==> config.mk <==
export PLATFORM = sky130hd
export DESIGN_NAME = muldiv_unit
export DESIGN_NICKNAME = d
export VERILOG_FILES = /design/src/rtl/muldiv_unit.sv
export SDC_FILE = /design/constraint.sdc
export NUM_CORES = 1
export LEC_CHECK = 0
export CORE_MARGIN = 2
export CORE_UTILIZATION = 54
export CTS_CLUSTER_DIAMETER = 40
export DETAILED_ROUTE_END_ITERATION = 10
export HOLD_SLACK_MARGIN = 0.05
export PLACE_DENSITY = 0.78
export SLEW_MARGIN = 20
export SYNTH_ARGS = -nofsm -noshare
export SYNTH_HDL_FRONTEND = slang
export SYNTH_SLANG_ARGS = --single-unit
export TNS_END_PERCENT = 1
==> constraint.sdc <==
create_clock -name clk -period 2.92 [get_ports clk]
set_input_delay 0.584 -clock clk [delete_from_list [all_inputs] [get_ports clk]]
set_output_delay 0.584 -clock clk [all_outputs]
set_load 0.03 [all_outputs]
==> src/rtl/muldiv_unit.sv <==
// Multi-cycle multiply/divide unit with HI/LO result registers.
// A multiply or divide runs one radix-2 step per clock on operand magnitudes.
// The sign correction is applied once, in FINISH, before the result is written.
// MTHI and MTLO load a result register directly in one cycle and never raise busy.
//
// state  | meaning
// IDLE   | waiting for start; MTHI/MTLO are handled here in one edge
// CALC   | WIDTH iterations of shift-add or restoring shift-subtract
// FINISH | sign fix-up, divide-by-zero override, write hi/lo, pulse done
module muldiv_unit #(
  parameter int WIDTH = 32
) (
  input  logic             clk,
  input  logic             reset,
  input  logic             start,
  input  logic [2:0]       op,
  input  logic [WIDTH-1:0] in1,
  input  logic [WIDTH-1:0] in2,
  output logic             busy,
  output logic             done,
  output logic [WIDTH-1:0] hi,
  output logic [WIDTH-1:0] lo,
  output logic             div_zero
);

  localparam int CNT_W = $clog2(WIDTH);

  localparam logic [2:0] OP_MULT  = 3'b000;
  localparam logic [2:0] OP_MULTU = 3'b001;
  localparam logic [2:0] OP_DIV   = 3'b010;
  localparam logic [2:0] OP_DIVU  = 3'b011;
  localparam logic [2:0] OP_MTHI  = 3'b100;
  localparam logic [2:0] OP_MTLO  = 3'b101;

  typedef enum logic [1:0] {
    S_IDLE   = 2'd0,
    S_CALC   = 2'd1,
    S_FINISH = 2'd2
  } state_t;

  state_t             state_q, state_d;
  logic [CNT_W-1:0]   cnt_q, cnt_d;
  logic               is_div_q, is_div_d;
  logic               neg_a_q, neg_a_d;
  logic               neg_b_q, neg_b_d;
  logic               b_zero_q, b_zero_d;
  logic [WIDTH-1:0]   opa_q, opa_d;
  logic [WIDTH-1:0]   opb_q, opb_d;
  logic [WIDTH-1:0]   acc_q, acc_d;
  logic [WIDTH-1:0]   lowr_q, lowr_d;
  logic [WIDTH-1:0]   hi_q, hi_d;
  logic [WIDTH-1:0]   lo_q, lo_d;
  logic               done_q, done_d;
  logic               dz_q, dz_d;

  // Operand magnitudes at the accepting edge (signed ops only take |x|)
  logic               op_signed;
  logic               in1_neg, in2_neg;
  logic [WIDTH-1:0]   in1_mag, in2_mag;

  // One iteration of each algorithm
  logic [WIDTH:0]     mul_sum;
  logic [WIDTH:0]     div_shift;
  logic [WIDTH:0]     div_diff;

  // Signed fix-up values
  logic [2*WIDTH-1:0] prod;
  logic [2*WIDTH-1:0] prod_neg;
  logic [WIDTH-1:0]   quo_neg;
  logic [WIDTH-1:0]   rem_neg;
  logic [WIDTH-1:0]   opa_neg;

  assign op_signed = (op == OP_MULT) || (op == OP_DIV);
  assign in1_neg   = op_signed && in1[WIDTH-1];
  assign in2_neg   = op_signed && in2[WIDTH-1];
  assign in1_mag   = in1_neg ? -in1 : in1;
  assign in2_mag   = in2_neg ? -in2 : in2;

  // Shift-add: the multiplier sits in lowr_q and is consumed LSB first while
  // the partial product enters from the top of acc_q.
  assign mul_sum   = {1'b0, acc_q} + (lowr_q[0] ? {1'b0, opa_q} : '0);

  // Restoring divide: the partial remainder is always below the divisor, so
  // the shifted value fits in WIDTH+1 bits and the top bit of the
  // difference is a clean borrow.
  assign div_shift = {acc_q, lowr_q[WIDTH-1]};
  assign div_diff  = div_shift - {1'b0, opb_q};

  assign prod      = {acc_q, lowr_q};
  assign prod_neg  = -prod;
  assign quo_neg   = -lowr_q;
  assign rem_neg   = -acc_q;
  assign opa_neg   = -opa_q;

  // State and datapath registers with synchronous reset
  always_ff @(posedge clk) begin
    if (reset) begin
      state_q  <= S_IDLE;
      cnt_q    <= '0;
      is_div_q <= 1'b0;
      neg_a_q  <= 1'b0;
      neg_b_q  <= 1'b0;
      b_zero_q <= 1'b0;
      opa_q    <= '0;
      opb_q    <= '0;
      acc_q    <= '0;
      lowr_q   <= '0;
      hi_q     <= '0;
      lo_q     <= '0;
      done_q   <= 1'b0;
      dz_q     <= 1'b0;
    end else begin
      state_q  <= state_d;
      cnt_q    <= cnt_d;
      is_div_q <= is_div_d;
      neg_a_q  <= neg_a_d;
      neg_b_q  <= neg_b_d;
      b_zero_q <= b_zero_d;
      opa_q    <= opa_d;
      opb_q    <= opb_d;
      acc_q    <= acc_d;
      lowr_q   <= lowr_d;
      hi_q     <= hi_d;
      lo_q     <= lo_d;
      done_q   <= done_d;
      dz_q     <= dz_d;
    end
  end

  // Next-state, iteration step and result write
  always_comb begin
    state_d  = state_q;
    cnt_d    = cnt_q;
    is_div_d = is_div_q;
    neg_a_d  = neg_a_q;
    neg_b_d  = neg_b_q;
    b_zero_d = b_zero_q;
    opa_d    = opa_q;
    opb_d    = opb_q;
    acc_d    = acc_q;
    lowr_d   = lowr_q;
    hi_d     = hi_q;
    lo_d     = lo_q;
    done_d   = 1'b0;
    dz_d     = 1'b0;

    unique case (state_q)
      S_IDLE: begin
        if (start) begin
          unique case (op)
            OP_MULT, OP_MULTU, OP_DIV, OP_DIVU: begin
              state_d  = S_CALC;
              cnt_d    = CNT_W'(WIDTH - 1);
              is_div_d = op[1];
              neg_a_d  = in1_neg;
              neg_b_d  = in2_neg;
              b_zero_d = (in2 == '0);
              opa_d    = in1_mag;
              opb_d    = in2_mag;
              acc_d    = '0;
              // Multiplier for a multiply, dividend for a divide
              lowr_d   = op[1] ? in1_mag : in2_mag;
            end
            OP_MTHI: hi_d = in1;
            OP_MTLO: lo_d = in1;
            default: ;
          endcase
        end
      end

      S_CALC: begin
        if (is_div_q) begin
          if (!div_diff[WIDTH]) begin
            acc_d  = div_diff[WIDTH-1:0];
            lowr_d = {lowr_q[WIDTH-2:0], 1'b1};
          end else begin
            acc_d  = div_shift[WIDTH-1:0];
            lowr_d = {lowr_q[WIDTH-2:0], 1'b0};
          end
        end else begin
          acc_d  = mul_sum[WIDTH:1];
          lowr_d = {mul_sum[0], lowr_q[WIDTH-1:1]};
        end
        if (cnt_q == '0) begin
          state_d = S_FINISH;
        end else begin
          cnt_d = cnt_q - CNT_W'(1);
        end
      end

      S_FINISH: begin
        state_d = S_IDLE;
        done_d  = 1'b1;
        if (is_div_q) begin
          if (b_zero_q) begin
            // Hand the dividend back unchanged in hi
            lo_d = '1;
            hi_d = neg_a_q ? opa_neg : opa_q;
            dz_d = 1'b1;
          end else begin
            // Most-negative / -1 wraps back to most-negative here, rem 0
            lo_d = (neg_a_q ^ neg_b_q) ? quo_neg : lowr_q;
            hi_d = neg_a_q ? rem_neg : acc_q;
          end
        end else begin
          {hi_d, lo_d} = (neg_a_q ^ neg_b_q) ? prod_neg : prod;
        end
      end

      default: state_d = S_IDLE;
    endcase
  end

  assign busy     = (state_q != S_IDLE);
  assign done     = done_q;
  assign hi       = hi_q;
  assign lo       = lo_q;
  assign div_zero = dz_q;

endmodule

==> results.cfg <==
[critical_path]
worstPathArrival_ps = 3590
reg2reg_depth = 12
worstReg2RegStart = lowr_q[31]
crit_start = lowr_q[31]
slowest_delay_ps = 360
cp_top_family = compound AO/OA/AOI/OAI gates
start_kind = flip-flop
cp-end-kind = flip-flop
path_class = reg2reg
cp_num_buf_inv = 1
crit_fanout = 3
cp.depth = 12
critPathRequiredTime_ps = 3350
critPathSlowestCell = dfxtp_4
cp_cell_sequence = inv_4 -> ha_4 -> fa_2 -> nand2b_4 -> a21o_1 -> and4b_2 -> or3_1 -> a311o_1 -> o41ai_2 -> xnor2_1 -> nand3_1 -> a32o_1

[clocking]
cts_root_buf = clkbuf_16
cts-htree-levels = 2
cts.sinks = 205
cts_buffer_depth = 3
clk_latency_ps = 570
cts_tree = done
cts-buffers-inserted = 40
path_clk_slew_ps = 50

[hold_path]
hold_class = reg2reg
min_from = hi[13]
whs_path_depth = 2

[grt]
grt_usage = 0.465
grt_max_degree = 165
grt_pass1_vias = 20240
grt_use_met1 = 0.567
use_met3 = 0.0977
gr-total-overflow = 0
use_met2 = 0.742
grt_pass1_wl_um = 117000
grt-busiest-layer = met2
antenna_found_initial = 2

[finish]
fin_nets = 2896
drive_gt1_frac = 0.256
fill_cells = 2228
syn_to_final_growth_pct = 42.1

[floorplan]
placeableCoreArea_mm2 = 0.0313
start_util = 0.545
dieArea_mm2 = 0.0330
dieWidth_um = 182
die_y_um = 182
io_pins = 137
row_count = 65

[pwr]
powerDensity_mw_per_mm2 = 489
max-vdd-ir-drop_mv = 0.553
p_leak_nw = 9.97

[detailed_routing]
drtIter0Drc = 2358
drt_wl_total_um = 79100
drc = 0
vias = 20895
first_pass_iters = 6
ant_nets = 0
wire_per_inst_um = 24.8
via_per_inst = 6.56

[placed_design]
dp_hpwl_um = 59800
pre_cts_ws_ps = -645
gp_congestion = 1.03
portBuffers = 136

[synth]
ys_seq_elements = 205
synth.area.top_cells = dfxtp_1 (24%), xnor2_1 (5.8%), a21oi_1 (5.4%)
synthesis.area_mm2 = 0.0171
seq_area_frac_synth = 0.241
yosys_warnings = 0
ys.flop_type = dfxtp_1
synthesis.nets = 2399
async_flop_share = 0
postSynthCellCount = 2256
avgSynthCellArea_um2 = 7.56
synth_top_area_cell = dfxtp_1
synth.distinct_cells = 82
yosysTopAreaCellShare = 0.241
synth_edf_count = 0

[timing]
period_share = 1.08
hold_viol_final = 0
clock.fmax_ghz = 0.317
tns_ps = -2810
setup_viol = 34
worst_slew_pin_slew_ps = 921
rsz0062_at_grt = true
maxSlewViolCount = 0
setup_ws_ps = -239
finClkSkew_ps = 33.0
relSlewSlack = 0.386
post-route-min-period_ps = 3160

[flow_run]
max-cap-violations = 0

[outcome]
status = complete, but fails checks
violations = negative setup slack
[worst paths after layout]
| kind | end | slack, ps |
|---|---|---|
| max | acc_q[30] | -240 |
| min | hi[13] | 490 |
| max reg2reg | acc_q[30] | -240 |
| min reg2reg | hi[13] | 490 |
[kinds of logic after synthesis]
group,count (synthesis),share of synthesized area
xor+xnor,213,0.109
flops,205,0.241
mux,98,0.0588
buf+inv,233,0.0535
fa+ha+maj,73,0.0544
simple gates,717,0.206
compound gates,717,0.277
[cells in the mapped netlist, types with 23 or more instances]
master,n
a211oi_1,88
nor2_1,230
a221oi_1,39
o21ai_0,138
mux2i_1,89
o31ai_1,29
a22oi_1,26
nand2b_1,23
and2_1,45
xnor2_1,113
nor4_1,25
nand3_1,29
nor3_1,55
xor2_1,100
inv_1,67
nand2_1,182
clkbuf_1,140
a21oi_1,183
or3_1,24
a21o_1,23
o211ai_1,33
ha_1,71
dfxtp_1,205
[placed cells by master, fill, tap and decap left out, types with 60 or more instances in the layout]
| cell | netlist | final |
|---|---|---|
| buf_4 | 0 | 460 |
| nor2_1 | 230 | 222 |
| dfxtp_1 | 205 | 192 |
| nand2_1 | 182 | 179 |
| a21oi_1 | 183 | 178 |
| clkdlybuf4s50_1 | 0 | 135 |
| o21ai_0 | 138 | 114 |
| xnor2_1 | 113 | 109 |
| xor2_1 | 100 | 98 |
| mux2i_1 | 89 | 88 |
| a211oi_1 | 88 | 85 |
| inv_1 | 67 | 60 |
[cell type report]
cell class	count	area, um^2	share of cell area
Multi-Input combinational cell	1818	12700	0.525
Timing Repair Buffer	617	5180	0.214
Sequential cell	205	4130	0.170
Clock buffer	48	1100	0.0455
Tap cell	402	503	0.0208
Clock inverter	23	319	0.0132
Inverter	71	269	0.0111
Antenna cell	1	2.50	0.000103
[through the flow]
step / utilization / power, mW / hold slack, ps / instances / cell area (um^2)
floorplan: - / 5.08 / 443 / 2256 / 17200
global placement: 0.705 / 6.62 / 468 / 3099 / 22100
detailed placement: 0.705 / 6.70 / 478 / 3099 / 22100
CTS: 0.765 / 11.7 / 487 / 3183 / 24000
global route: 0.774 / 12.2 / 518 / 3184 / 24200
finish: 0.774 / 11.9 / 489 / 3185 / 24200
[state kept, by name, indices dropped and copies added, names as in the netlist, 2 cells and up]
register	cells
state_q	2
lo	32
hi	32
cnt_q	5
acc_q	32
opb_q	32
opa_q	32
lowr_q	32
[routing by layer]
layer  up-vias  part of all wire
li1       9304                 -
met1      9919              0.37
met2      1269              0.45
met3       401              0.10
met4         2             0.079
met5         -           0.00078
[worst reg2reg max path, stage by stage, from the launching register on]
cell      delay [ps]
dfxtp_4          360
inv_4             40
ha_4             160
fa_2             350
nand2b_4         150
a21o_1           200
and4b_2          260
or3_1            340
a311o_1          350
o41ai_2          250
xnor2_1          180
nand3_1          120
a32o_1           280
[where the power goes]
| part | internal (mW) | total [mW] | leakage [nW] | switching, mW |
|---|---|---|---|---|
| registers | 3.02 | 3.24 | 1.68 | 0.220 |
| logic | 1.61 | 3.74 | 7.61 | 2.13 |
| clock network | 3.09 | 4.87 | 0.673 | 1.77 |
[repair_timing]
action / 4_1_cts / 5_1_grt
setup endpoints to repair: 62 / 71
resized for setup: 78 / 74
hold buffers: 0 / 0
setup buffers: 12 / 1
pin swaps: 26 / 18
gates cloned: 1 / 0
No activity file was read; power rests on OpenSTA's default activity.
